[config.mk]
export PLATFORM = sky130hd
export DESIGN_NAME = pcie_cap_list_walker_flat
export DESIGN_NICKNAME = d
export VERILOG_FILES = /design/src/rtl/pcie_cap_list_walker_pkg.sv /design/src/rtl/pcie_cap_list_walker_if.sv /design/src/rtl/pcie_cap_list_walker_cfg_rd_timeout_counter.sv /design/src/rtl/pcie_cap_list_walker.sv /design/src/flat_wrapper.sv
export SDC_FILE = /design/constraint.sdc
export NUM_CORES = 1
export LEC_CHECK = 0
export CAP_MARGIN = 25
export CORE_UTILIZATION = 48
export DETAILED_ROUTE_END_ITERATION = 10
export GPL_TIMING_DRIVEN = 0
export PLACE_DENSITY_LB_ADDON = 0.05
export SYNTH_ARGS = -nofsm -noshare
export SYNTH_HDL_FRONTEND = slang
export SYNTH_SLANG_ARGS = --single-unit
[constraint.sdc]
create_clock -name clk -period 3.28 [get_ports clk]
set_input_delay 0.492 -clock clk [delete_from_list [all_inputs] [get_ports clk]]
set_output_delay 0.492 -clock clk [all_outputs]
set_load 0.03 [all_outputs]
[src/rtl/pcie_cap_list_walker_pkg.sv]
`default_nettype none
// +----------------------------------------------------------------------------+
// | Package     : pcie_cfg_pkg                                                 |
// | Description : Shared config-space constants, capability-walker state and   |
// |               error-code encodings, plus the pointer-alignment helper.     |
// | Revision    : 1.0 - initial release                                        |
// +----------------------------------------------------------------------------+
package pcie_cfg_pkg;

    localparam logic [7:0] CAP_PTR_ADDR   = 8'h34;
    localparam logic [7:0] CAP_ID_MSI     = 8'h05;
    localparam logic [7:0] CAP_ID_MSIX    = 8'h11;
    localparam logic [7:0] CAP_MIN_OFFSET = 8'h40;

    typedef enum logic [1:0] {
        ST_IDLE   = 2'd0,
        ST_RD_PTR = 2'd1,
        ST_RD_HDR = 2'd2,
        ST_DONE   = 2'd3
    } walk_state_t;

    typedef enum logic [1:0] {
        ERR_NONE      = 2'b00,
        ERR_BAD_PTR   = 2'b01,
        ERR_HOP_LIMIT = 2'b10,
        ERR_ACK_TMO   = 2'b11
    } cap_err_t;

    // Capability pointers are dword aligned; the low two bits are reserved.
    function automatic logic [7:0] cap_ptr_align(input logic [7:0] ptr);
        return ptr & 8'hFC;
    endfunction

endpackage
`default_nettype wire

[src/rtl/pcie_cap_list_walker_if.sv]
`default_nettype none
// +----------------------------------------------------------------------------+
// | Interface   : pcie_cap_list_walker_if                                      |
// | Description : Config-space read port. master = walker, slave = register   |
// |               file. req/addr held until a 1-cycle ack carrying data.       |
// | Revision    : 1.0 - initial release                                        |
// +----------------------------------------------------------------------------+
interface pcie_cap_list_walker_if;
    logic        cfg_rd_req;
    logic [7:0]  cfg_rd_addr;
    logic        cfg_rd_ack;
    logic [31:0] cfg_rd_data;

    modport master (
        output cfg_rd_req,
        output cfg_rd_addr,
        input  cfg_rd_ack,
        input  cfg_rd_data
    );

    modport slave (
        input  cfg_rd_req,
        input  cfg_rd_addr,
        output cfg_rd_ack,
        output cfg_rd_data
    );
endinterface
`default_nettype wire

[src/rtl/pcie_cap_list_walker_cfg_rd_timeout_counter.sv]
`default_nettype none
// +----------------------------------------------------------------------------+
// | Module      : cfg_rd_timeout_counter                                       |
// | Description : Counts cycles an outstanding read has gone unacknowledged.   |
// |   clk, reset : clock, async active-high reset                              |
// |   i_clear    : restart the count (a new request is being issued)           |
// |   i_en       : request outstanding and not acked this cycle                |
// |   o_expire   : this is the LIMIT-th unacked cycle of the request           |
// | Revision    : 1.0 - initial release                                        |
// +----------------------------------------------------------------------------+
module cfg_rd_timeout_counter #(
    parameter int LIMIT = 64,
    parameter int W     = 7
) (
    input  wire  clk,
    input  wire  reset,
    input  wire  i_clear,
    input  wire  i_en,
    output logic o_expire
);
    localparam logic [W-1:0] c_LAST = W'(LIMIT - 1);
    localparam logic [W-1:0] c_ONE  = W'(1);

    logic [W-1:0] r_cnt;

    always_ff @(posedge clk or posedge reset) begin
        if (reset) begin
            r_cnt <= '0;
        end else if (i_clear) begin
            r_cnt <= '0;
        end else if (i_en && (r_cnt != c_LAST)) begin
            r_cnt <= r_cnt + c_ONE;
        end
    end

    assign o_expire = i_en && (r_cnt == c_LAST);
endmodule
`default_nettype wire

[src/rtl/pcie_cap_list_walker.sv]
`default_nettype none
// +----------------------------------------------------------------------------+
// | Module      : pcie_cap_list_walker                                         |
// | Description : Walks the PCI capability linked list from the Capabilities   |
// |               Pointer (0x34) to find a capability ID; reports its offset   |
// |               and full header dword.                                       |
// |   clk, reset          : clock, async active-high reset                     |
// |   i_start             : 1-cycle walk request, ignored while not idle       |
// |   i_start_id_sel/_id  : 0 = search TARGET_ID_DEFAULT, 1 = search i_start_id |
// |   cfg                 : config read port (master side)                     |
// |   o_busy / o_done     : walk in progress / 1-cycle completion pulse        |
// |   o_found, o_cap_*    : match result, held until next accepted start       |
// |   o_error, o_err_code : 01 bad pointer, 10 hop limit, 11 ack timeout       |
// | Revision    : 1.0 - initial release                                        |
// +----------------------------------------------------------------------------+
module pcie_cap_list_walker
    import pcie_cfg_pkg::*;
#(
    parameter logic [7:0] TARGET_ID_DEFAULT = CAP_ID_MSIX,
    parameter int          MAX_HOPS         = 48,
    parameter int          TIMEOUT_CYCLES   = 64,
    parameter int          TMO_W            = 7
) (
    input  wire                      clk,
    input  wire                      reset,
    input  wire                      i_start,
    input  wire                      i_start_id_sel,
    input  wire [7:0]                i_start_id,
    pcie_cap_list_walker_if.master   cfg,
    output logic                     o_busy,
    output logic                     o_done,
    output logic                     o_found,
    output logic [7:0]               o_cap_offset,
    output logic [31:0]              o_cap_hdr,
    output logic                     o_error,
    output logic [1:0]               o_err_code
);
    localparam logic [7:0] c_MAX_HOPS = 8'(MAX_HOPS);

    walk_state_t r_state;
    cap_err_t    r_err_code;
    logic [7:0]  r_tgt_id;
    logic [7:0]  r_hop;
    logic        r_req;
    logic [7:0]  r_addr;
    logic        r_busy;
    logic        r_done;
    logic        r_found;
    logic        r_error;
    logic [7:0]  r_cap_offset;
    logic [31:0] r_cap_hdr;

    logic        w_ack;
    logic        w_issue;
    logic        w_tmo_en;
    logic        w_tmo_expire;
    logic [7:0]  w_ptr;
    logic [7:0]  w_next;
    logic [7:0]  w_hop_inc;

    // An ack only counts while a request is actually outstanding.
    assign w_ack     = cfg.cfg_rd_ack & r_req;
    assign w_ptr     = cap_ptr_align(cfg.cfg_rd_data[7:0]);
    assign w_next    = cap_ptr_align(cfg.cfg_rd_data[15:8]);
    assign w_hop_inc = r_hop + 8'd1;

    // Header reads are issued from RD_HDR while req is low, which guarantees
    // one idle cycle after the previous ack.
    assign w_issue  = ((r_state == ST_IDLE) && i_start) ||
                      ((r_state == ST_RD_HDR) && !r_req);
    assign w_tmo_en = r_req & ~cfg.cfg_rd_ack;

    cfg_rd_timeout_counter #(
        .LIMIT (TIMEOUT_CYCLES),
        .W     (TMO_W)
    ) u_tmo (
        .clk      (clk),
        .reset    (reset),
        .i_clear  (w_issue),
        .i_en     (w_tmo_en),
        .o_expire (w_tmo_expire)
    );

    always_ff @(posedge clk or posedge reset) begin
        if (reset) begin
            r_state      <= ST_IDLE;
            r_err_code   <= ERR_NONE;
            r_tgt_id     <= 8'h00;
            r_hop        <= 8'h00;
            r_req        <= 1'b0;
            r_addr       <= 8'h00;
            r_busy       <= 1'b0;
            r_done       <= 1'b0;
            r_found      <= 1'b0;
            r_error      <= 1'b0;
            r_cap_offset <= 8'h00;
            r_cap_hdr    <= 32'h0;
        end else begin
            r_done <= 1'b0;
            case (r_state)
                ST_IDLE: begin
                    if (i_start) begin
                        r_tgt_id     <= i_start_id_sel ? i_start_id : TARGET_ID_DEFAULT;
                        r_found      <= 1'b0;
                        r_error      <= 1'b0;
                        r_err_code   <= ERR_NONE;
                        r_cap_offset <= 8'h00;
                        r_cap_hdr    <= 32'h0;
                        r_hop        <= 8'h00;
                        r_req        <= 1'b1;
                        r_addr       <= CAP_PTR_ADDR;
                        r_busy       <= 1'b1;
                        r_state      <= ST_RD_PTR;
                    end
                end

                ST_RD_PTR: begin
                    if (w_ack) begin
                        r_req <= 1'b0;
                        if (w_ptr == 8'h00) begin
                            r_busy <= 1'b0; r_done <= 1'b1; r_state <= ST_DONE;
                        end else if (w_ptr < CAP_MIN_OFFSET) begin
                            r_error <= 1'b1; r_err_code <= ERR_BAD_PTR;
                            r_busy  <= 1'b0; r_done <= 1'b1; r_state <= ST_DONE;
                        end else begin
                            r_addr  <= w_ptr;
                            r_state <= ST_RD_HDR;
                        end
                    end else if (w_tmo_expire) begin
                        r_req   <= 1'b0;
                        r_error <= 1'b1; r_err_code <= ERR_ACK_TMO;
                        r_busy  <= 1'b0; r_done <= 1'b1; r_state <= ST_DONE;
                    end
                end

                ST_RD_HDR: begin
                    if (!r_req) begin
                        r_req <= 1'b1;
                    end else if (w_ack) begin
                        r_req <= 1'b0;
                        r_hop <= w_hop_inc;
                        // Match wins over every termination condition below.
                        if (cfg.cfg_rd_data[7:0] == r_tgt_id) begin
                            r_found      <= 1'b1;
                            r_cap_offset <= r_addr;
                            r_cap_hdr    <= cfg.cfg_rd_data;
                            r_busy <= 1'b0; r_done <= 1'b1; r_state <= ST_DONE;
                        end else if (w_next == 8'h00) begin
                            r_busy <= 1'b0; r_done <= 1'b1; r_state <= ST_DONE;
                        end else if (w_next < CAP_MIN_OFFSET) begin
                            r_error <= 1'b1; r_err_code <= ERR_BAD_PTR;
                            r_busy  <= 1'b0; r_done <= 1'b1; r_state <= ST_DONE;
                        end else if (w_hop_inc == c_MAX_HOPS) begin
                            r_error <= 1'b1; r_err_code <= ERR_HOP_LIMIT;
                            r_busy  <= 1'b0; r_done <= 1'b1; r_state <= ST_DONE;
                        end else begin
                            r_addr <= w_next;
                        end
                    end else if (w_tmo_expire) begin
                        r_req   <= 1'b0;
                        r_error <= 1'b1; r_err_code <= ERR_ACK_TMO;
                        r_busy  <= 1'b0; r_done <= 1'b1; r_state <= ST_DONE;
                    end
                end

                ST_DONE: begin
                    r_state <= ST_IDLE;
                end

                default: begin
                    r_state <= ST_IDLE;
                end
            endcase
        end
    end

    assign cfg.cfg_rd_req  = r_req;
    assign cfg.cfg_rd_addr = r_addr;
    assign o_busy          = r_busy;
    assign o_done          = r_done;
    assign o_found         = r_found;
    assign o_cap_offset    = r_cap_offset;
    assign o_cap_hdr       = r_cap_hdr;
    assign o_error         = r_error;
    assign o_err_code      = r_err_code;
endmodule
`default_nettype wire

[src/flat_wrapper.sv]
// flat-port wrapper written by rule: the top's interface ports become plain ports
module pcie_cap_list_walker_flat import pcie_cfg_pkg::*;
#(
    parameter logic [7:0] TARGET_ID_DEFAULT = CAP_ID_MSIX,
    parameter int          MAX_HOPS         = 48,
    parameter int          TIMEOUT_CYCLES   = 64,
    parameter int          TMO_W            = 7
)
  (clk, reset, i_start, i_start_id_sel, i_start_id, o_busy, o_done, o_found, o_cap_offset, o_cap_hdr, o_error, o_err_code, cfg_cfg_rd_req, cfg_cfg_rd_addr, cfg_cfg_rd_ack, cfg_cfg_rd_data);
  pcie_cap_list_walker_if cfg_i ();
  input  wire clk;
  input  wire reset;
  input  wire i_start;
  input  wire i_start_id_sel;
  input  wire [7:0] i_start_id;
  output logic o_busy;
  output logic o_done;
  output logic o_found;
  output logic [7:0] o_cap_offset;
  output logic [31:0] o_cap_hdr;
  output logic o_error;
  output logic [1:0] o_err_code;
  output wire logic [$bits(cfg_i.cfg_rd_req)-1:0] cfg_cfg_rd_req;
  output wire logic [$bits(cfg_i.cfg_rd_addr)-1:0] cfg_cfg_rd_addr;
  input wire logic [$bits(cfg_i.cfg_rd_ack)-1:0] cfg_cfg_rd_ack;
  input wire logic [$bits(cfg_i.cfg_rd_data)-1:0] cfg_cfg_rd_data;
  assign cfg_cfg_rd_req = cfg_i.cfg_rd_req;
  assign cfg_cfg_rd_addr = cfg_i.cfg_rd_addr;
  assign cfg_i.cfg_rd_ack = cfg_cfg_rd_ack;
  assign cfg_i.cfg_rd_data = cfg_cfg_rd_data;
  pcie_cap_list_walker #(.TARGET_ID_DEFAULT(TARGET_ID_DEFAULT), .MAX_HOPS(MAX_HOPS), .TIMEOUT_CYCLES(TIMEOUT_CYCLES), .TMO_W(TMO_W)) u_core (.clk(clk), .reset(reset), .i_start(i_start), .i_start_id_sel(i_start_id_sel), .i_start_id(i_start_id), .cfg(cfg_i), .o_busy(o_busy), .o_done(o_done), .o_found(o_found), .o_cap_offset(o_cap_offset), .o_cap_hdr(o_cap_hdr), .o_error(o_error), .o_err_code(o_err_code));
endmodule
# [Word-level counts from Yosys, hierarchy flattened]
# Index checks and enable logic that the tools add are counted.
[word_totals] regBits=80 in_bits=45 output_inout_bits=55 elab_cells=162
[op_classes] addsub=2 order_cmp=2 eq_ne=26 n_mux=96 n_bitwise=3 reduce_logical=20
[op_table] op="8-bit 2-to-1 mux" n=17
[op_table] op="32-bit 2-to-1 mux" n=4
[op_table] op="32-bit one-hot mux with 2 select lines" n=1
[op_table] op="2-bit 2-to-1 mux" n=21
[op_table] op="1-bit 2-to-1 mux" n=41
[op_table] op="8-bit one-hot mux with 2 select lines" n=2
[op_table] op="8-bit one-hot mux with 3 select lines" n=1
[op_table] op="8-bit zero test" n=2
[op_table] op="8-bit by 7-bit less-than comparator with 1-bit output, second input constant" n=2
[op_table] op="2-bit != test, second input constant" n=8
[op_table] op="7-bit 2-to-1 mux" n=2
[op_table] op="3-bit != test, second input constant" n=4
[op_table] op="11-bit AND reduction" n=1
[op_table] op="5-bit AND reduction" n=2
[op_table] op="1-bit one-hot mux with 3 select lines" n=3
[op_table] op="8-bit by 1-bit adder with 8-bit output, second input constant" n=1
[op_table] op="8-bit by 6-bit equality test with 1-bit output, second input constant" n=1
[op_table] op="8-bit equality test" n=1
[op_table] op="4-bit != test, second input constant" n=2
[op_table] op="2-bit one-hot mux with 4 select lines" n=1
[op_table] op="8-bit AND reduction" n=1
[op_table] op="7-bit by 1-bit adder with 7-bit output, second input constant" n=1
[op_table] op="7-bit by 6-bit equality test with 1-bit output, second input constant" n=1
[op_table] op="7-bit by 6-bit != test with 1-bit output, second input constant" n=1
[op_table] op="18 further kinds" n=28

# [Depth between registers and ports, before layout]
# Gate-level depths: netlist (run 1).
[depth] word_depth=9 mapped_depth=9 ltp_nobuf=8

# [Modules after synthesis]
# From an unflattened synthesis (run 1), not the netlist that was laid out.
[unflattened] cells_unflattened=407 hier_area_um2=3711.1
[modules_own_cells] module="pcie_cap_list_walker" n_inst=1 cells_per_inst=372 area_each_um2=3349.5 seq_area_each_um2=1726.7
[modules_own_cells] module="cfg_rd_timeout_counter" n_inst=1 cells_per_inst=35 area_each_um2=361.6 seq_area_each_um2=175.2

# [Worst setup path after synthesis (run 1)]
# OpenSTA, ideal clock, no wires.
[synth_timing] path_type="register to register" startpoint="register u_core.r_state[0]" endpoint="register u_core.r_err_code[1], in the netlist u_core.o_err_code[1]" setup_time_ns=0.125 arrival_time_ns=1.992 t_required_ns=3.155 path_slack_ns=1.163 path_stages_with_launch=10 n_path_buf=1 synth_period_minus_slack_ns=2.117 path_cell_list="dfrtp_1 -> inv_1 -> ha_1 -> nor2b_1 -> clkbuf_1 -> nor3_1 -> o211ai_1 -> o21a_1 -> a31o_4 -> mux2_4"
[synth_via] elab_chain_cells=3 elab_cells_between_ends=13 cone_classes="eq/ne (9); mux (1); reduce/logical (3)"
[synth_rtl] item="start, declared" line_no="pcie_cap_list_walker.sv:40" rtl="walk_state_t r_state;"
[synth_rtl] item="start signal, assigned" line_no="pcie_cap_list_walker.sv:86" rtl="r_state <= ST_IDLE;"
[synth_rtl] item="start signal, assigned" line_no="pcie_cap_list_walker.sv:113" rtl="r_state <= ST_RD_PTR;"
[synth_rtl] item="start signal, assigned" line_no="pcie_cap_list_walker.sv:121" rtl="r_busy <= 1'b0; r_done <= 1'b1; r_state <= ST_DONE;"
[synth_rtl] item="2-bit equality test (tied with other cells)" line_no="pcie_cap_list_walker.sv:100" rtl="case (r_state)"
[synth_rtl] item="4-bit != test (no line) (tied with other cells)"
[synth_rtl] item="8-bit AND reduction (no line)"
[synth_rtl] item="end signal, assigned" line_no="pcie_cap_list_walker.sv:106" rtl="r_err_code <= ERR_NONE;"
[synth_rtl] item="end signal, assigned" line_no="pcie_cap_list_walker.sv:123" rtl="r_error <= 1'b1; r_err_code <= ERR_BAD_PTR;"
[synth_rtl] item="end signal, assigned" line_no="pcie_cap_list_walker.sv:131" rtl="r_error <= 1'b1; r_err_code <= ERR_ACK_TMO;"
[synth_rtl] item="end, declared" line_no="pcie_cap_list_walker.sv:41" rtl="cap_err_t r_err_code;"
# Several ways; a longest one is shown, not always the timed one.
# A chain may end at the register's enable or synchronous reset.

# [Worst setup path after layout (run 1)]
[layout_timing] startpoint="register u_core.r_state[0]" endpoint="register u_core.r_cap_hdr[6], in the netlist u_core.o_cap_hdr[6]"
[layout_via] elab_chain_cells=3 elab_cells_between_ends=9 cone_classes="eq/ne (5); mux (1); reduce/logical (3)"
[layout_rtl] item="2-bit equality test / 2-bit zero test (equally long branches)" line_no="pcie_cap_list_walker.sv:100"
[layout_rtl] item="2-bit by 1-bit != test with 1-bit output (no line) (tied with other cells)"
[layout_rtl] item="5-bit AND reduction (no line)"
[layout_rtl] item="end signal, assigned" line_no="pcie_cap_list_walker.sv:146" rtl="r_cap_hdr <= cfg.cfg_rd_data;"
[layout_rtl] item="end, declared" line_no="pcie_cap_list_walker.sv:51" rtl="logic [31:0] r_cap_hdr;"
# Several ways; a longest one is shown, not always the timed one.

==> results.tsv, run 1 <==
stage	metric	value	unit
outcome	run_status	finished clean	
synth	post_synth_fa_ha_maj_area_fraction	2.76	%
grt	grt_pass1_vias	2849	
finish	insertedDiodeCount	0	
setup_path	rr_endpoint	u_core.o_cap_hdr[6]	
clock_network	clkLatencyLatePin	0.35	ns
synth	synth_area_per_cell	10.4	µm²
timing	timing_worst_slew_pin_value	0.748	ns
synth	synth_cell_types	54	
clock_network	postCtsSetupRepairBufs	0	
synth	seq_area_frac_synth	52.5	%
setup_path	timing.critical_path.to_type	flip-flop	
grt	grt_antenna_before_repair	0	
setup_path	start_kind	flip-flop	
timing	timing.final.crit_share	80.7	%
timing	final.setup.tns	0	ns
clock_network	clkSlewWorstSetupHoldPaths	0.09	ns
finish	layout.filler_cells	606	
routing	via_per_inst	5.50	
pwr	power_report.internal_total	2100	µW
routing	finalWirelength	9010	µm
synth	synth.area.top_cells	sky130_fd_sc_hd__dfrtp_1 52%, sky130_fd_sc_hd__a22o_1 8.2%, sky130_fd_sc_hd__nand2_1 5.0%, sky130_fd_sc_hd__xor2_1 2.9%, sky130_fd_sc_hd__ha_1 2.8%	
setup_path	reg2reg_from	u_core.r_state[0]	
timing	clock-skew-final	0.0135	ns
floorplanning	chipWidth	88.9	µm
synth	postSynth.asyncResetShare	100	%
finish	fin_util	67.7	%
synth	synth_top_family_by_area	compound AO/OA/AOI/OAI gates	
clock_network	cts-buffers-inserted	9	
finish	area_growth	36.3	%
setup_path	r2r_slack	0.63	ns
synth	post-synth-top-area-cell	sky130_fd_sc_hd__dfrtp_1	
grt	gr-usage-all-layers	24.5	%
pwr	comb_power_share	42.9	%
finish	fin_nets	509	
setup_path	timing.setup.critical_path_class	flip-flop to flip-flop	
pwr	power.leakage	0.00220	µW
clock_network	cts_max_level	3	
clock_network	clock_sink_count	76	
timing	timing_hold_violations_final	0	
pwr	p_per_area	706	nW/µm²
timing	setup_violating_endpoint_count_in_the_final_report	0	
synth	synth-edff-count	0	
floorplanning	die_height	88.9	µm
pwr	power.switching	1380	µW
routing	drt_first_iter_violations	155	
routing	firstDrtPassIters	5	
grt	grt_start_max_net_pins	59	
flow_run	cap_violations	0	
grt	wire_length_of_the_first_global_routing_pass	14400	µm
clock_network	cts.root.buffer_cell	sky130_fd_sc_hd__clkbuf_8	
place	place.gp.congestion	0.933	
synth	commonest_cells_in_the_synthesized_netlist	76 x sky130_fd_sc_hd__dfrtp_1, 48 x sky130_fd_sc_hd__nand2_1, 34 x sky130_fd_sc_hd__a22o_1, 26 x sky130_fd_sc_hd__nor2_1, 20 x sky130_fd_sc_hd__o21ai_0	
pwr	sw_frac_of_total	39.7	%
pwr	peak_vdd_ir	287	µV
synth	post-synth-top-count-cell	sky130_fd_sc_hd__dfrtp_1	
synth	synth_simple_gate_area_share	15.0	%
place	portBuffers	94	
synth	compound_gate_fraction_of_synth_area	19.9	%
floorplanning	initial_core_util	49.7	%
setup_path	worst-r2r-cell-count	8	
clock_network	cts.repair.resized	0	
routing	detail-route-antenna-nets	0	
synth	fraction_of_synthesized_cell_area_in_xor_and_xnor_cells	3.63	%
routing	wl_per_cell	16.1	µm
pwr	pwr-share-seq	35.4	%
timing	maxSlewViolCount	0	
clock_network	clockBufferDepth	2	
floorplanning	pin_count	100	
synth	yosysTopAreaCellShare	52.5	%
routing	dr_total_vias	3082	
synth	ys_seq_elements	76	
worst_hold_path	class_of_the_worst_hold_path	input port to async pin	
synth	yosys-mux-area-fraction	2.56	%
finish	drive_gt1_share	10.2	%
synth	synth_top_flop_cell	sky130_fd_sc_hd__dfrtp_1	
timing	max_slew_margin	49.3	%
clock_network	cts_hold_repair.buffers	0	
timing	rsz_0062_raised_after_global_routing	no	
pwr	clockPowerShare	21.7	%
timing	worst_hold_margin	0.433	ns
grt	globalRouteOverflowTotal	0	
routing	drcViolationCount	0	
timing	final_period_minus_worst_setup_slack	2.65	ns
synth	post_synth_instance_area	3620	µm²
place	post-dp-hpwl	6650	µm
setup_path	worstPathMaxFanout	10	
setup_path	timing.critical_path.required	3.57	ns
timing	highest_clock_rate	0.378	GHz
floorplanning	row_count	31	
synth	syn-instance-count	347	
clock_network	cts_tree	done	
synth	synth_warnings	0	
floorplanning	dieArea	7900	µm²
setup_path	worst_path_arrival	2.93	ns
floorplanning	design.core.area	7290	µm²
-- worst max-delay path by stage --
stage                        from                         to  slack (ns)  cells past startpoint
6_report        u_core.r_state[0]        u_core.o_cap_hdr[6]        0.63                      8
2_1_floorplan               reset  u_core.cfg.cfg_rd_addr[2]        0.85                      1
4_1_cts         u_core.r_state[0]        u_core.o_cap_hdr[6]        0.66                      8
5_1_grt         u_core.r_state[0]       u_core.o_cap_hdr[16]        0.40                      8
3_3_place_gp                reset      u_core.u_tmo.r_cnt[1]       -0.40                      2
3_5_place_dp   cfg_cfg_rd_data[3]        u_core.o_cap_hdr[6]        0.50                      7
-- cells in the final DEF (no fill, tap or decap), types with 4 or more instances in the layout --
cell / instances
sky130_fd_sc_hd__xor2_1: 12
sky130_fd_sc_hd__inv_1: 9
sky130_fd_sc_hd__a22o_1: 34
sky130_fd_sc_hd__nand3_1: 18
sky130_fd_sc_hd__buf_4: 4
sky130_fd_sc_hd__o21ai_0: 20
sky130_fd_sc_hd__mux2_2: 6
sky130_fd_sc_hd__conb_1: 4
sky130_fd_sc_hd__nor3_1: 6
sky130_fd_sc_hd__a21oi_1: 6
sky130_fd_sc_hd__clkbuf_1: 12
sky130_fd_sc_hd__clkdlybuf4s50_1: 94
sky130_fd_sc_hd__ha_1: 8
sky130_fd_sc_hd__nor2_1: 26
sky130_fd_sc_hd__clkbuf_8: 10
sky130_fd_sc_hd__nand2_1: 48
sky130_fd_sc_hd__dfrtp_1: 76
-- state kept, by name, summed over array words and instances, names as in the netlist --
signal                  flops
u_core.o_done               1
u_core.cfg.cfg_rd_req       1
u_core.o_found              1
u_core.o_cap_offset         6
u_core.o_err_code           2
u_core.cfg.cfg_rd_addr      6
u_core.o_cap_hdr           32
u_core.r_hop                8
u_core.r_state              2
u_core.o_busy               1
u_core.o_error              1
u_core.r_tgt_id             8
u_core.u_tmo.r_cnt          7
-- metrics by stage --
| step | worst slack [ns] | cells | total power (µW) | cell area, µm² |
|---|---|---|---|---|
| floorplan | 0.850 | 350 | 2220 | 3630 |
| global placement | -0.404 | 543 | 2700 | 4700 |
| detailed placement | 0.495 | 544 | 2740 | 4730 |
| CTS | 0.660 | 560 | 3490 | 4940 |
| global route | 0.401 | 560 | 3700 | 4940 |
| finish | 0.632 | 560 | 3490 | 4940 |
-- power groups by stage --
stage	combinational (µW)	clock (µW)	sequential, µW
3_5_place_dp	1480	0	1250
3_3_place_gp	1460	0	1240
4_1_cts	1500	764	1230
5_1_grt	1630	813	1260
6_report	1500	756	1230
2_1_floorplan	797	0	1430
-- worst max-delay path, cell delays in order (launching register included) --
cell	delay (ns)
sky130_fd_sc_hd__dfrtp_1	0.43
sky130_fd_sc_hd__inv_1	0.17
sky130_fd_sc_hd__ha_1	0.39
sky130_fd_sc_hd__inv_1	0.14
sky130_fd_sc_hd__nor2_1	0.22
sky130_fd_sc_hd__nand2_1	0.21
sky130_fd_sc_hd__nor2_1	0.51
sky130_fd_sc_hd__buf_2	0.35
sky130_fd_sc_hd__a22o_1	0.16
-- layer usage --
metal	share of wire, %	vias up	track usage, %	wire length, µm
met3	6.0	18	4.66	539
li1	-	1453	-	-
met1	46	1482	36.0	4180
met5	0	-	0	0
met2	46	129	36.1	4150
met4	1.6	0	8.94	146
-- cell type report --
| cell class | instances | area [µm²] | area share, % |
|---|---|---|---|
| inverter | 10 | 40.0 | 0.811 |
| tap | 99 | 124 | 2.51 |
| sequential | 76 | 1900 | 38.5 |
| clock inverter | 6 | 71.3 | 1.44 |
| clock buffer | 10 | 138 | 2.79 |
| buffer | 19 | 90.1 | 1.82 |
| multi-input combinational | 245 | 1610 | 32.5 |
| timing repair buffer | 95 | 968 | 19.6 |
-- cells by family after synthesis --
family | after synthesis
other | 1
buffers and inverters | 29
AND/OR/NAND/NOR | 118
adder cells (fa/ha/maj) | 8
multiplexers | 8
AO/OA/AOI/OAI | 92
XOR/XNOR | 15
flip-flops | 76
Power figures use the tool's default switching activity.
==> inputs of run 2 (changes only) <==
--- a/config.mk
+++ b/config.mk
@@ -6,7 +6,7 @@
 export NUM_CORES = 1
 export LEC_CHECK = 0
 export CAP_MARGIN = 25
-export CORE_UTILIZATION = 48
+export CORE_UTILIZATION = 43
 export DETAILED_ROUTE_END_ITERATION = 10
 export GPL_TIMING_DRIVEN = 0
 export PLACE_DENSITY_LB_ADDON = 0.05
==> constraint.sdc (replaced) <==
create_clock -name clk -period 2.2 [get_ports clk]
set_input_delay 0.33 -clock clk [delete_from_list [all_inputs] [get_ports clk]]
set_output_delay 0.33 -clock clk [all_outputs]
set_load 0.03 [all_outputs]
==> run 2 against run 1 <==
Against the previous run:
- die area increased by 11%
- non-clock buffer count increased by 6
- maximum frequency increased by 26%
- sequential cell count unchanged
- register-to-register slack got worse by 0.54 ns
- critical endpoint is now u_core.o_cap_hdr[16]
- largest cell class unchanged
==> results.tsv, run 2 (same netlist as run 1, synthesis figures left out) <==
stage	metric	value	unit	change
routing	firstDrtPassIters	4		-1
setup_path	rr_endpoint	u_core.o_cap_hdr[16]		
pwr	power.switching	2070	µW	+50%
pwr	peak_vdd_ir	552	µV	+93%
setup_path	start_kind	flip-flop		
pwr	total_power	5490	µW	+58%
setup_path	worst-r2r-cell-count	8		unchanged
routing	via_per_inst	5.30		-3.7%
floorplanning	pin_count	100		unchanged
timing	highest_clock_rate	0.474	GHz	+26%
pwr	power_report.internal_total	3420	µW	+63%
pwr	sw_frac_of_total	37.7	%	-2.0 points
worst_hold_path	class_of_the_worst_hold_path	input port to flip-flop		
grt	wire_length_of_the_first_global_routing_pass	14200	µm	-1.2%
timing	maxSlewViolCount	0		unchanged
floorplanning	chipWidth	93.8	µm	+5.5%
grt	gr-usage-all-layers	21.3	%	-3.2 points
flow_run	cap_violations	0		unchanged
timing	timing.final.crit_share	95.9	%	+15 points
routing	drt_first_iter_violations	125		-19%
clock_network	clockBufferDepth	2		unchanged
pwr	pwr-share-seq	33.5	%	-1.9 points
timing	final_critical_path_setup_slack	0.0902	ns	-0.541 ns
clock_network	cts_max_level	3		unchanged
setup_path	timing.critical_path.to_type	flip-flop		
worst_hold_path	startpoint_of_the_lowest_slack_hold_path	i_start_id_sel		
finish	largest_reg_flops	32		unchanged
grt	grt_pass1_vias	2828		-0.74%
setup_path	timing.setup.critical_path_class	flip-flop to flip-flop		
clock_network	cts.root.buffer_cell	sky130_fd_sc_hd__clkbuf_8		
timing	timing_worst_slew_pin_value	0.543	ns	-0.205 ns
grt	globalRouteOverflowTotal	0		unchanged
floorplanning	die_height	93.8	µm	+5.5%
routing	dr_total_vias	3032		-1.6%
grt	grt_start_max_net_pins	29		-51%
worst_hold_path	holdPathStages	3		
place	place.gp.congestion	0.911		-2.4%
pwr	p_per_area	1070	nW/µm²	+51%
floorplanning	initial_core_util	44.3	%	-5.4 points
finish	drive_gt1_share	15.8	%	+5.7 points
pwr	power.leakage	0.00227	µW	+3.2%
clock_network	cts-buffers-inserted	9		unchanged
floorplanning	design.core.area	8180	µm²	+12%
setup_path	r2r_slack	0.09	ns	-0.54 ns
worst_hold_path	min_to	u_core.r_tgt_id[7]		
place	placement.setup.worst_slack	-0.378	ns	-0.873 ns
finish	insertedDiodeCount	0		unchanged
finish	area_growth	42.3	%	
setup_path	worst_path_arrival	2.36	ns	-0.57 ns
finish	final_cell_mix	94 x sky130_fd_sc_hd__clkdlybuf4s50_1, 75 x sky130_fd_sc_hd__dfrtp_1, 48 x sky130_fd_sc_hd__nand2_1		
timing	timing_hold_violations_final	0		unchanged
place	post-dp-hpwl	6380	µm	-3.9%
setup_path	worstPathMaxFanout	10		unchanged
clock_network	clock_sink_count	76		unchanged
finish	fin_nets	515		+1.2%
outcome	run_status	finished clean		
place	portBuffers	94		unchanged
timing	setup_violating_endpoint_count_in_the_final_report	0		unchanged
timing	max_slew_margin	63.7	%	+14 points
setup_path	timing.critical_path.required	2.45	ns	-1.12 ns
clock_network	cts_tree	done		
timing	clock-skew-final	0.00799	ns	-0.00555 ns
routing	finalWirelength	8890	µm	-1.4%
timing	final_period_minus_worst_setup_slack	2.11	ns	-0.539 ns
floorplanning	dieArea	8800	µm²	+11%
timing	worst_hold_margin	0.317	ns	-0.115 ns
routing	drcViolationCount	0		unchanged
clock_network	clkLatencyLatePin	0.36	ns	about the same
timing	final.setup.tns	0	ns	unchanged
clock_network	clkSlewWorstSetupHoldPaths	0.08	ns	about the same
pwr	comb_power_share	42.6	%	-0.3 points
routing	detail-route-antenna-nets	0		unchanged
pwr	clockPowerShare	23.9	%	+2.2 points
routing	wl_per_cell	15.5	µm	-3.5%
floorplanning	row_count	33		+6.5%
finish	fin_util	63.1	%	-4.7 points
grt	grt_antenna_before_repair	0		unchanged
finish	layout.cells.most_common	sky130_fd_sc_hd__clkdlybuf4s50_1		
setup_path	reg2reg_from	u_core.r_state[0]		
==> run 2: worst max-delay path: stages (launching register included) <==
cell	delay, ns
sky130_fd_sc_hd__dfrtp_1	0.39
sky130_fd_sc_hd__inv_2	0.13
sky130_fd_sc_hd__ha_4	0.20
sky130_fd_sc_hd__inv_1	0.09
sky130_fd_sc_hd__nor2_1	0.25
sky130_fd_sc_hd__o21ai_4	0.14
sky130_fd_sc_hd__o21bai_2	0.31
sky130_fd_sc_hd__clkbuf_2	0.24
sky130_fd_sc_hd__a22o_1	0.27
==> run 2: cell type report <==
type	count	area, µm²
flip-flops and latches	76	1900
inverters	10	41.3
plain buffers	18	96.3
multi-input cells	245	1710
fillers	699	3020
well taps	105	131
repair buffers	102	1030
clock inverters	7	121
clock buffers	9	124
==> run 2: metal layers <==
layer / up-vias / track usage (%) / wire (µm)
met5: - / 0 / 0
met4: 0 / 8.08 / 129
met3: 12 / 4.45 / 417
met2: 80 / 31.8 / 4070
met1: 1484 / 30.3 / 4270
li1: 1456 / - / -
==> run 2: repair_timing <==
item / CTS / global route
hold buffers: 0 / 0
endpoints found under the setup margin: 45 / 48
gates resized for setup: 12 / 18
gates cloned: 0 / 0
pin swaps: 1 / 5
buffers inserted: 2 / 4
==> run 2: how the worst max path moves through the flow <==
stage,end,slack [ns],from,depth (start not counted)
after floorplan,u_core.o_err_code[1],0.08,u_core.r_state[0],9
after global placement,u_core.o_cap_hdr[18],-0.35,cfg_cfg_rd_data[5],7
after detailed placement,u_core.o_cap_hdr[28],-0.38,cfg_cfg_rd_data[3],7
after CTS,u_core.o_cap_hdr[16],0.0008,u_core.r_state[0],8
after global routing,u_core.o_cap_hdr[20],-0.03,u_core.r_state[0],8
final,u_core.o_cap_hdr[16],0.09,u_core.r_state[0],8
==> run 2: per-stage QoR <==
step	cells	area, µm²
2_1_floorplan	350	3640
3_3_place_gp	549	4710
3_5_place_dp	551	4750
4_1_cts	569	5040
5_1_grt	572	5150
6_report	572	5150
==> run 2: power by group through the flow <==
stage	clock network (µW)	logic [µW]	registers [µW]
after CTS	1350	2280	1830
final	1310	2340	1840
after global routing	1400	2550	1880
after detailed placement	0	2190	1870
after floorplan	0	1190	2130
after global placement	0	2170	1860
==> inputs of run 3 (changes only) <==
--- a/config.mk
+++ b/config.mk
@@ -5,8 +5,9 @@
 export SDC_FILE = /design/constraint.sdc
 export NUM_CORES = 1
 export LEC_CHECK = 0
+export ABC_AREA = 1
 export CAP_MARGIN = 25
-export CORE_UTILIZATION = 43
+export CORE_UTILIZATION = 45
 export DETAILED_ROUTE_END_ITERATION = 10
 export GPL_TIMING_DRIVEN = 0
 export PLACE_DENSITY_LB_ADDON = 0.05
==> run 3 against run 2 <==
Against the previous run:
- sequential cell count unchanged
- worst hold slack improved by 0.034 ns
- combinational power decreased by 18%
- power decreased by 13%
- clock power decreased by 19%
- cell count increased by 23%
- die area increased by 3.7%
- critical path type unchanged
- critical endpoint is now u_core.o_cap_hdr[19]
==> results.tsv, run 3 <==
stage	metric	value	unit	change
place	post-dp-hpwl	7260	µm	+14%
timing	timing_hold_violations_final	0		unchanged
synth	synth_top_flop_cell	sky130_fd_sc_hd__dfrtp_1		
timing	final_period_minus_worst_setup_slack	2.05	ns	-0.0617 ns
pwr	p_per_area	908	nW/µm²	-15%
setup_path	critical_path.cell_chain	inv_1, ha_1, inv_2, nor2_8, nand2_4, o21ai_4, nand2_4, buf_2, nand2_1, nand2_1		
outcome	run_status	finished clean		
timing	timing_worst_slew_pin_value	0.536	ns	-0.00672 ns
timing	max_slew_margin	63.9	%	+0.19 points
routing	dr_total_vias	3548		+17%
clock_network	clkLatencyLatePin	0.35	ns	about the same
setup_path	timing.critical_path.max_delay_family	simple AND/OR/NAND/NOR gates		
grt	grt_pass1_vias	3227		+14%
synth	seq_area_frac_synth	48.3	%	-4.1 points
routing	via_per_inst	5.03		-5.1%
routing	routed-wl-met2	4460	µm	+9.7%
grt	wire_length_of_the_first_global_routing_pass	15700	µm	+10%
timing	setup_violating_endpoint_count_in_the_final_report	0		unchanged
routing	detail-route-antenna-nets	0		unchanged
finish	area_growth	34.0	%	
finish	finalNonFillerCells	705		+23%
floorplanning	dieArea	9120	µm²	+3.7%
place	placement.setup.worst_slack	0.0850	ns	+0.463 ns
routing	drt_first_iter_violations	158		+26%
clock_network	cts-buffers-inserted	9		unchanged
pwr	power.leakage	0.00257	µW	+13%
finish	largest_reg_flops	32		unchanged
routing	met3_length	609	µm	+46%
pwr	total_power	4790	µW	-13%
flow_run	cap_violations	0		unchanged
synth	synth_cell_types	36		-33%
clock_network	clkSlewWorstSetupHoldPaths	0.09	ns	about the same
synth	yosysTopAreaCellShare	48.3	%	-4.1 points
routing	finalWirelength	9750	µm	+9.7%
clock_network	clockBufferDepth	2		unchanged
floorplanning	row_count	33		unchanged
synth	post-synth-top-area-cell	sky130_fd_sc_hd__dfrtp_1		
synth	synth-edff-count	0		unchanged
finish	drive_gt1_share	12.3	%	-3.5 points
setup_path	start_kind	flip-flop		
synth	synth_warnings	0		unchanged
timing	maxSlewViolCount	0		unchanged
floorplanning	pin_count	100		unchanged
place	dpl.cell_count	689		+25%
clock_network	postCtsSetupRepairBufs	0		-2
clock_network	cts_max_level	3		unchanged
timing	highest_clock_rate	0.488	GHz	+3.0%
routing	wl_per_cell	13.8	µm	-11%
pwr	peak_vdd_ir	636	µV	+15%
routing	routed.top_layer	met4		
synth	synth.area.top_cells	sky130_fd_sc_hd__dfrtp_1 48%, sky130_fd_sc_hd__nand2_1 15%, sky130_fd_sc_hd__nand3_1 6.6%, sky130_fd_sc_hd__inv_1 4.1%, sky130_fd_sc_hd__ha_1 2.5%		
grt	grt_antenna_before_repair	0		unchanged
timing	final_critical_path_setup_slack	0.152	ns	+0.0617 ns
synth	commonest_cells_in_the_synthesized_netlist	158 x sky130_fd_sc_hd__nand2_1, 76 x sky130_fd_sc_hd__dfrtp_1, 52 x sky130_fd_sc_hd__nand3_1, 43 x sky130_fd_sc_hd__inv_1, 20 x sky130_fd_sc_hd__o21ai_0		
finish	insertedDiodeCount	0		unchanged
timing	clock-skew-final	0.0120	ns	+0.00401 ns
setup_path	worst_path_arrival	2.28	ns	-0.08 ns
setup_path	r2r_slack	0.15	ns	+0.06 ns
setup_path	timing.critical_path.to_type	flip-flop		
finish	final_cell_mix	158 x sky130_fd_sc_hd__nand2_1, 95 x sky130_fd_sc_hd__clkdlybuf4s50_1, 75 x sky130_fd_sc_hd__dfrtp_1		
grt	gr-usage-all-layers	22.4	%	+1.1 points
timing	timing.final.crit_share	93.1	%	-2.8 points
grt	grt_start_max_net_pins	31		+6.9%
floorplanning	die_height	95.5	µm	+1.8%
setup_path	worstPathMaxFanout	10		unchanged
routing	met1_length	4590	µm	+7.4%
synth	postSynth.asyncResetShare	100	%	unchanged
floorplanning	chipWidth	95.5	µm	+1.8%
finish	fin_nets	648		+26%
grt	globalRouteOverflowTotal	0		unchanged
synth	post_synth_instance_area	3930	µm²	+8.6%
place	portBuffers	95		+1.1%
floorplanning	initial_core_util	47.2	%	+2.8 points
synth	syn-instance-count	484		+39%
clock_network	cts_tree	done		
routing	firstDrtPassIters	7		+3
setup_path	cp.buffers_inverters	3		unchanged
setup_path	timing.critical_path.required	2.43	ns	-0.02 ns
worst_hold_path	class_of_the_worst_hold_path	input port to async pin		
clock_network	clock_sink_count	76		unchanged
timing	worst_hold_margin	0.352	ns	+0.0342 ns
synth	ys_seq_elements	76		unchanged
routing	drcViolationCount	0		unchanged
finish	layout.cells.most_common	sky130_fd_sc_hd__nand2_1		
synth	synth_area_per_cell	8.13	µm²	-22%
setup_path	crit_path_max_incr_delay	0.44	ns	+0.05 ns
floorplanning	design.core.area	8340	µm²	+2.0%
setup_path	timing.setup.critical_path_class	flip-flop to flip-flop		
setup_path	slowest_stage	sky130_fd_sc_hd__dfrtp_2		
synth	post-synth-top-count-cell	sky130_fd_sc_hd__nand2_1		
clock_network	cts.root.buffer_cell	sky130_fd_sc_hd__clkbuf_8		
place	place.gp.congestion	0.879		-3.5%
-- run 3: cell type report --
cell class / instances / area (µm²)
plain buffers: 16 / 104
clock buffers: 10 / 128
clock inverters: 6 / 65.1
fillers: 758 / 3070
inverters: 52 / 199
multi-input cells: 343 / 1750
flip-flops and latches: 76 / 1900
well taps: 105 / 131
repair buffers: 97 / 991
-- run 3: worst paths after layout --
kind,from,end,cells past startpoint
max in group asynchronous,reset,u_core.r_tgt_id[5],4
max reg2reg,u_core.r_state[0],u_core.o_cap_hdr[19],10
min,reset,u_core.o_cap_hdr[23],2
min reg2reg,u_core.o_cap_hdr[1],u_core.o_cap_hdr[1],2
min in group clk,u_core.o_cap_hdr[1],u_core.o_cap_hdr[1],2
max,u_core.r_state[0],u_core.o_cap_hdr[19],10
-- run 3: report_power, final --
part	total [µW]	internal, µW	switching [µW]
logic	1930	710	1220
registers	1800	1630	171
clock network	1060	525	538
total	4790	2870	1920
-- run 3: cell families after synthesis --
family | synth area share [%]
and+or+nand+nor | 31.7
buffers and inverters | 7.60
xor gates and xnor gates | 0.445
DFF | 48.3
adders and majority gates | 2.54
AOI/OAI and AO/OA | 9.22
other | 0.0953
-- run 3: timing repair --
action	in CTS	in global routing
endpoints found under the setup margin	0	1
gates resized for setup	0	2
hold buffers	0	0
-- run 3: per-layer routing --
| layer | vias up | track usage, % |
|---|---|---|
| met4 | 0 | 5.72 |
| met1 | 1635 | 30.8 |
| met2 | 115 | 36.0 |
| li1 | 1791 | - |
| met3 | 7 | 4.78 |
| met5 | - | 0 |
-- run 3: worst register-to-register path, stage by stage, from the launching register on --
cell and delay (ns):
sky130_fd_sc_hd__dfrtp_2 0.44, sky130_fd_sc_hd__inv_1 0.14, sky130_fd_sc_hd__ha_1 0.32, sky130_fd_sc_hd__inv_2 0.12, sky130_fd_sc_hd__nor2_8 0.17, sky130_fd_sc_hd__nand2_4 0.10
sky130_fd_sc_hd__o21ai_4 0.14, sky130_fd_sc_hd__nand2_4 0.15, sky130_fd_sc_hd__buf_2 0.22, sky130_fd_sc_hd__nand2_1 0.07, sky130_fd_sc_hd__nand2_1 0.05
-- run 3: per-stage QoR --
stage                     util, %  cell area [µm²]  setup TNS, ns
after floorplan                 -             3950              0
after global placement       60.3             5030              0
after detailed placement     60.8             5070              0
after CTS                    63.1             5260              0
after global routing         63.2             5270       -0.00142
final                        63.2             5270              0
